$ cat config.mk
export PLATFORM = sky130hd
export DESIGN_NAME = layer_sched
export DESIGN_NICKNAME = d
export VERILOG_FILES = /design/src/rtl/layer_sched.sv
export SDC_FILE = /design/constraint.sdc
export NUM_CORES = 1
export LEC_CHECK = 0
export ABC_AREA = 1
export CAP_MARGIN = 5
export CORE_AREA = 2 2 154 156
export DETAILED_ROUTE_END_ITERATION = 16
export DIE_AREA = 0 0 156 158
export PLACE_DENSITY_LB_ADDON = 0.12
export RECOVER_POWER = 100
export SYNTH_ARGS = -nofsm -noshare
export SYNTH_HDL_FRONTEND = slang
export SYNTH_SLANG_ARGS = --single-unit
export TNS_END_PERCENT = 10
$ cat constraint.sdc
create_clock -name clk -period 2.7 [get_ports clk]
set_clock_uncertainty 0.2 [all_clocks]
set_input_delay 0.54 -clock clk [delete_from_list [all_inputs] [get_ports clk]]
set_output_delay 0.54 -clock clk [all_outputs]
set_load 0.02 [all_outputs]
$ cat src/rtl/layer_sched.sv
// Layer sequencer and DRAM port arbiter.
// Walks a programmed list of engine steps one at a time: enables the engine named by the
// current step, waits for its done, then advances. The single DRAM port is routed to the
// granted engine only, and a per-step watchdog flags an engine that never finishes.
module layer_sched #(
    parameter int unsigned    NUM_ENG    = 4,
    parameter int unsigned    MAX_STEPS  = 8,
    parameter int unsigned    DATA_WIDTH = 32,
    parameter int unsigned    ADDR_WIDTH = 18,
    parameter int unsigned    TO_W       = 20,
    parameter logic [TO_W-1:0] TIMEOUT   = 20'hFFFFF,
    localparam int unsigned   ENG_IDW    = (NUM_ENG > 1) ? $clog2(NUM_ENG) : 1,
    localparam int unsigned   STEP_W     = $clog2(MAX_STEPS + 1)
) (
    input  logic                          clk,
    input  logic                          srstn,
    input  logic                          start,
    input  logic [STEP_W-1:0]             cfg_num_steps,
    input  logic [ENG_IDW*MAX_STEPS-1:0]  cfg_seq,
    output logic [NUM_ENG-1:0]            eng_enable,
    input  logic [NUM_ENG-1:0]            eng_done,
    input  logic [NUM_ENG*ADDR_WIDTH-1:0] eng_addr_in,
    input  logic [NUM_ENG*ADDR_WIDTH-1:0] eng_addr_out,
    input  logic [NUM_ENG*DATA_WIDTH-1:0] eng_data_out,
    input  logic [NUM_ENG-1:0]            eng_en_rd,
    input  logic [NUM_ENG-1:0]            eng_en_wr,
    output logic [NUM_ENG-1:0]            eng_dram_valid,
    input  logic                          dram_valid,
    output logic [ADDR_WIDTH-1:0]         dram_addr_in,
    output logic [ADDR_WIDTH-1:0]         dram_addr_out,
    output logic [DATA_WIDTH-1:0]         dram_data_wr,
    output logic                          dram_en_rd,
    output logic                          dram_en_wr,
    output logic                          busy,
    output logic                          done,
    output logic                          err,
    output logic [STEP_W-1:0]             cur_step
);

    typedef enum logic [2:0] {
        StIdle,
        StLaunch,
        StRun,
        StDrain,
        StFin,
        StErr
    } state_e;

    state_e                         state_q, state_d;
    logic [ENG_IDW-1:0]             grant_q, grant_d;
    logic [TO_W-1:0]                wd_q, wd_d;
    logic [STEP_W-1:0]              step_q, step_d;
    logic [STEP_W-1:0]              n_q, n_d;
    logic [ENG_IDW*MAX_STEPS-1:0]   seq_q, seq_d;
    logic                           err_q, err_d;
    logic                           busy_q, busy_d;
    logic                           done_q, done_d;
    logic [NUM_ENG-1:0]             enable_q, enable_d;

    logic [ENG_IDW-1:0]             step_id;
    logic [2**ENG_IDW-1:0]          id_ok;
    logic [NUM_ENG-1:0]             grant_oh;
    logic                           grant_done;
    logic                           run;
    logic                           sel_rd;
    logic                           sel_wr;

    // Engine id of the current step, and which ids name a real engine.
    always_comb begin
        step_id = '0;
        for (int k = 0; k < int'(MAX_STEPS); k++) begin
            if (step_q == STEP_W'(k)) begin
                step_id = seq_q[k*ENG_IDW +: ENG_IDW];
            end
        end
        for (int i = 0; i < 2**ENG_IDW; i++) begin
            id_ok[i] = (i < int'(NUM_ENG));
        end
    end

    // One-hot view of the grant; done is only taken from the granted engine.
    always_comb begin
        for (int i = 0; i < int'(NUM_ENG); i++) begin
            grant_oh[i] = (grant_q == ENG_IDW'(i));
        end
        grant_done = |(grant_oh & eng_done);
    end

    // Next-state logic for the sequencer and its registered outputs.
    always_comb begin
        state_d = state_q;
        grant_d = grant_q;
        wd_d    = wd_q;
        step_d  = step_q;
        n_d     = n_q;
        seq_d   = seq_q;
        err_d   = err_q;
        unique case (state_q)
            StIdle, StErr: begin
                if (start) begin
                    seq_d   = cfg_seq;
                    n_d     = (cfg_num_steps > STEP_W'(MAX_STEPS)) ? STEP_W'(MAX_STEPS)
                                                                   : cfg_num_steps;
                    err_d   = 1'b0;
                    step_d  = '0;
                    state_d = (n_d == '0) ? StFin : StLaunch;
                end
            end
            StLaunch: begin
                grant_d = step_id;
                wd_d    = '0;
                // An id with no engine behind it is skipped rather than run.
                state_d = id_ok[step_id] ? StRun : StDrain;
            end
            StRun: begin
                wd_d = wd_q + TO_W'(1);
                // A done arriving on the timeout cycle still counts as success.
                if (grant_done) begin
                    state_d = StDrain;
                end else if (wd_d == TIMEOUT) begin
                    state_d = StErr;
                    err_d   = 1'b1;
                end
            end
            StDrain: begin
                if (step_q == n_q - STEP_W'(1)) begin
                    state_d = StFin;
                end else begin
                    step_d  = step_q + STEP_W'(1);
                    state_d = StLaunch;
                end
            end
            StFin: begin
                state_d = StIdle;
            end
            default: begin
                state_d = StIdle;
            end
        endcase

        busy_d   = (state_d == StLaunch) || (state_d == StRun) ||
                   (state_d == StDrain)  || (state_d == StFin);
        done_d   = (state_d == StFin);
        enable_d = '0;
        if (state_d == StRun) begin
            for (int i = 0; i < int'(NUM_ENG); i++) begin
                enable_d[i] = (grant_d == ENG_IDW'(i));
            end
        end
    end

    // State and output registers with synchronous active-low reset.
    always_ff @(posedge clk) begin
        if (!srstn) begin
            state_q  <= StIdle;
            grant_q  <= '0;
            wd_q     <= '0;
            step_q   <= '0;
            n_q      <= '0;
            seq_q    <= '0;
            err_q    <= 1'b0;
            busy_q   <= 1'b0;
            done_q   <= 1'b0;
            enable_q <= '0;
        end else begin
            state_q  <= state_d;
            grant_q  <= grant_d;
            wd_q     <= wd_d;
            step_q   <= step_d;
            n_q      <= n_d;
            seq_q    <= seq_d;
            err_q    <= err_d;
            busy_q   <= busy_d;
            done_q   <= done_d;
            enable_q <= enable_d;
        end
    end

    // DRAM port mux: data/address follow the grant, enables only pass while running.
    always_comb begin
        run           = (state_q == StRun);
        dram_addr_in  = '0;
        dram_addr_out = '0;
        dram_data_wr  = '0;
        sel_rd        = 1'b0;
        sel_wr        = 1'b0;
        for (int i = 0; i < int'(NUM_ENG); i++) begin
            if (grant_oh[i]) begin
                dram_addr_in  = eng_addr_in[i*ADDR_WIDTH +: ADDR_WIDTH];
                dram_addr_out = eng_addr_out[i*ADDR_WIDTH +: ADDR_WIDTH];
                dram_data_wr  = eng_data_out[i*DATA_WIDTH +: DATA_WIDTH];
                sel_rd        = eng_en_rd[i];
                sel_wr        = eng_en_wr[i];
            end
        end
        dram_en_rd     = run & sel_rd;
        dram_en_wr     = run & sel_wr;
        eng_dram_valid = run ? (grant_oh & {NUM_ENG{dram_valid}}) : '0;
    end

    assign eng_enable = enable_q;
    assign busy       = busy_q;
    assign done       = done_q;
    assign err        = err_q;
    assign cur_step   = step_q;

endmodule
* After elaboration in Yosys (flattened, before gate mapping) *
Cells that the tools add are included.
W data, S select, Z words.

storage, ports and cells
  output and inout bits = 85
  bits of input ports = 308
  register bits = 56
  word-level logic and storage cells = 111

operators by class
  equal/unequal tests = 27
  add/sub/neg operators = 3
  order comparisons = 2
  reduce and logical (&&, ||, !) cells = 17
  multiplexer cells = 48
  bitwise operators = 4

operator list
  cell                     number
  $mux W18                 8
  $mux W32                 4
  $pmux W20 S2             1
  $add A20 B1 Y20 const B  1
  $eq A20 B20 Y1 const B   1
  $mux W2                  9
  $eq A4 B3 Y1 const B     4
  $mux W4                  4
  $mux W3                  5
  $mux W1                  13
  $eq A3 B2 Y1 const B     4
  $pmux W3 S4              1
  $and A4 B4 Y4            2
  $eq A2 B2 Y1 const B     4
  $eq A4 B2 Y1 const B     2
  $logic_not A4 Y1         2
  $pmux W4 S2              1
  $eq A3 B1 Y1 const B     2
  $eq A3 B3 Y1 const B     2
  $ne A2 B2 Y1 const B     3
  $reduce_bool A2 Y1       3
  $add A4 B1 Y4 const B    1
  $eq A2 B1 Y1 const B     2
  $eq A4 B1 Y1 const B     1
  other kinds (16)         21

* Logic depth before layout (Yosys ltp) *
  depth in word-level cells = 17
  mapped depth = 17
  depth with buffers taken out = 17

* Worst setup path before layout *
Ideal clock, no wire load.

  kind = reg2out
  from = register grant_q[1]
  to = output dram_addr_out[12]
  cell stages (with the launch flop) = 7
  required time = 1.960 ns
  arrival time = 1.543 ns
  path buffers = 2
  slack = 0.417 ns
  path through = dfxtp_1 > inv_2 > nor2_1 > clkbuf_1 > buf_1 > nand2_1 > nand4_1

on the way
  longest elaborated chain between the ends = 5
  elaborated cells on any way between the ends = 8
  classes of those cells = eq/ne (3); mux (4); reduce/logical (1)

RTL lines
  element                 line  text
  start, declared         50    logic [ENG_IDW-1:0] grant_q, grant_d;
  start signal, assigned  167   grant_q <= grant_d;
  $logic_not A2 Y1        84    grant_oh[i] = (grant_q == ENG_IDW'(i));
  $mux W18 (3 in a row)   188   if (grant_oh[i]) begin
  $mux W18 (*)            188
  end, declared           30    output logic [ADDR_WIDTH-1:0] dram_addr_out,

Mark *: on every way between the ends. The rest lies on a longest branch, timed or not.

* Worst setup path in the final report *
  from = register grant_q[1]
  to = output dram_data_wr[6]

on the way
  longest elaborated chain between the ends = 5
  elaborated cells on any way between the ends = 8
  classes of those cells = eq/ne (3); mux (4); reduce/logical (1)

RTL lines
  element                line  text
  $logic_not A2 Y1       84
  $mux W32 (3 in a row)  188
  $mux W32 (*)           188
  end, declared          31    output logic [DATA_WIDTH-1:0] dram_data_wr,

Marked as above.

==> qor.yml <==
cells_and_area:
  design_area_sq_um: 9656
  final_util: 0.4189
  fin_nets: 1605
  multi_input_area_sq_um: 3540
  drive_gt1_frac: 0.08056
  syn_to_final_growth_pct: 90.36
  seq_area_sq_um: 1126
  n_fill_cell: 2455
sta:
  worstMarginPinSlew_ns: 0.5198
  drv_slew: 0
  period_minus_slack_ns: 2.646
  finalSetupViolCount: 0
  rsz0062_at_grt: "yes"
  hold_viol: 0
  period_share: 0.9800
  fmax_ghz: 0.3779
  slew_headroom: 0.6535
synthesis:
  synthCells: 898
  synth_nets: 1213
  yosysUniqueCellTypes: 36
  synth_top_cell_area_share: 0.2301
  syn_avg_cell_area_sq_um: 5.649
  synth_area_leader_cell: "nand2_1"
  yosysMostFrequentCell: "nand2_1"
  synthTopCellsByCount: "nand2_1 (311), nor2_1 (93), nand3_1 (75)"
  seq_area_frac_synth: 0.2210
  synth_area_sq_um: 5072
  synth_top_cells_by_area: "nand2_1 (23%), dfxtp_1 (22%), nand3_1 (7.4%)"
  yosys_warnings: 0
  synth_edf_count: 0
  ys.flop_type: "dfxtp_1"
  synthArstFlopShare: 0
  ys_ff_latch: 56
worst_setup_path:
  cp.required_ns: 1.96
  crit_top_cell: "buf_4"
  cp_slowest_stage_delay_ns: 0.40
  r2r-start: "wd_q[0]"
  critPathCapture: "dram_data_wr[6]"
  slowest_stage: "dfxtp_2"
  cp-end-kind: "output port"
  rrSetupSlack_ns: 0.23
  crit_start: "grant_q[1]"
  crit_arrival_ns: 1.91
  path_class: "register to output port"
  cp_num_buf_inv: 4
  cp_max_fo: 26
  critPathTopFamily: "buffers and inverters"
  path_cells: "inv_2, nor2_4, buf_12, buf_4, a221oi_1, a21oi_2, buf_4"
  worst-path-stages: 7
  ff2ff_path_depth: 16
  worstSetupStartpointType: "register"
  timing.rr.end: "busy"
floorplanning:
  rows: 56
  io_pins: 393
  core_sq_um: 23050
  die_area_sq_um: 24650
  start_util: 0.2200
  die_w_um: 156
  die_h_um: 158
route:
  via_per_inst: 4.724
  first_pass_iters: 6
  initialDrtViolationCount: 394
  drc_errors: 0
  routed_wl_um: 27100
  wl_per_cell_um: 17.13
  ant_nets: 0
  via_count: 7474
place:
  gp_congestion: 0.8429
  placed_cell_area_sq_um: 9582
  port_buffers: 392
  dp_hpwl_um: 21990
power:
  leakagePower_uw: 0.003900
  fin_total_pwr_uw: 5496
  p_per_area_nw_per_um2: 569.2
  peakVddDrop_v: 0.0002397
cts:
  cts_tree: "yes"
  clock_latency_ns: 0.31
  cts_max_level: 2
  cts_sinks: 56
  postCtsSetupRepairBufs: 0
  clk_pin_slew_ns: 0.08
  cts_root_buf: "clkbuf_16"
  cts_made_buffers: 5
  cts_buffer_depth: 2
grt:
  grt_pass1_wl_um: 39360
  antenna_found_initial: 1
  grt_max_degree: 52
  overflow: 0
  grtUsageTotal: 0.2052
  grt_pass1_vias: 7176
min_path:
  worstHoldPathType: "register to register"
flow_run:
  drv_cap: 0
run_status:
  status: "finished clean"
## final cells by class
type / count / area share
repair buffers: 432 / 0.4346
multi-input cells: 722 / 0.3666
flip-flops and latches: 56 / 0.1166
well taps: 290 / 0.03758
inverters: 73 / 0.02838
clock buffers: 5 / 0.01296
clock inverters: 3 / 0.002980
diodes: 1 / 0.0002592
## cell families after synthesis
| logic type | count (synthesis) | synth area share |
|---|---|---|
| adder cells (fa/ha/maj) | 7 | 0.01727 |
| XOR/XNOR | 8 | 0.01381 |
| AO/OA/AOI/OAI | 132 | 0.1574 |
| AND/OR/NAND/NOR | 575 | 0.5012 |
| flip-flops | 56 | 0.2210 |
| buffers and inverters | 120 | 0.08929 |
## flip-flops by register name, summed over array words and instances (netlist names)
signal and count:
n_q 4, err 1, eng_enable 4, cur_step 4
state_q 3, busy 1, grant_q 2, done 1
wd_q 20, seq_q 16
## cells in the final DEF (no fill, tap or decap), drive strengths merged, types with 3 or more instances in the layout
cell,Yosys,final
nand2,321,321
clkdlybuf4s50,0,306
nor2,107,107
nand3,77,77
inv,71,74
a21oi,67,67
dfxtp,56,56
dlygate4sd2,0,55
nand4,51,51
buf,3,42
o21ai,33,33
a221oi,26,26
clkbuf,44,16
dlygate4sd3,0,12
nor3,11,11
ha,7,7
xor2,6,6
clkdlybuf4s15,0,6
or2,3,3
## worst min-delay path, cell delays in order, from the launching register on
cell,delay [ns]
dfxtp_1,0.30
inv_1,0.06
a21oi_1,0.05
## through the flow
| stage | std cells | TNS, ns | hold slack, ns | setup slack [ns] |
|---|---|---|---|---|
| after floorplan | 898 | 0 | 0.2246 | 0.4168 |
| after global placement | 1573 | -0.4734 | 0.2442 | -0.2513 |
| after detailed placement | 1573 | -0.3644 | 0.2481 | -0.2119 |
| after CTS | 1581 | -0.01385 | 0.2592 | -0.01385 |
| after global routing | 1582 | -0.1827 | 0.2788 | -0.06337 |
| final | 1582 | 0 | 0.2540 | 0.05403 |
## layer usage
metal | part of all wire | track usage
met1 | 0.41 | 0.2454
met2 | 0.48 | 0.3641
met3 | 0.071 | 0.04325
met4 | 0.033 | 0.07121
met5 | 0 | 0
## power by group
group          leakage (uW)  total, uW  switching [uW]  internal (uW)
clock network     0.0000767        715             355            359
registers          0.000458       1030            82.4            943
logic               0.00336       3760            2200           1550
total               0.00390       5500            2640           2850
## worst min-delay path by stage
| stage | startpoint | endpoint | slack, ns | depth (start not counted) |
|---|---|---|---|---|
| floorplan | seq_q[10] | seq_q[10] | 0.22 | 2 |
| finish | seq_q[12] | seq_q[12] | 0.25 | 2 |
| detailed placement | seq_q[12] | seq_q[12] | 0.25 | 2 |
| CTS | seq_q[12] | seq_q[12] | 0.26 | 2 |
| global route | seq_q[12] | seq_q[12] | 0.28 | 2 |
| global placement | seq_q[12] | seq_q[12] | 0.24 | 2 |
## what timing repair did
action                                  CTS  global route
endpoints found under the hold margin     0             0
cloned                                    0             0
hold buffers                              0             0
endpoints found under the setup margin   70            20
gates resized for setup                  72            18
Note: power is estimated with default switching activity, not from simulation.
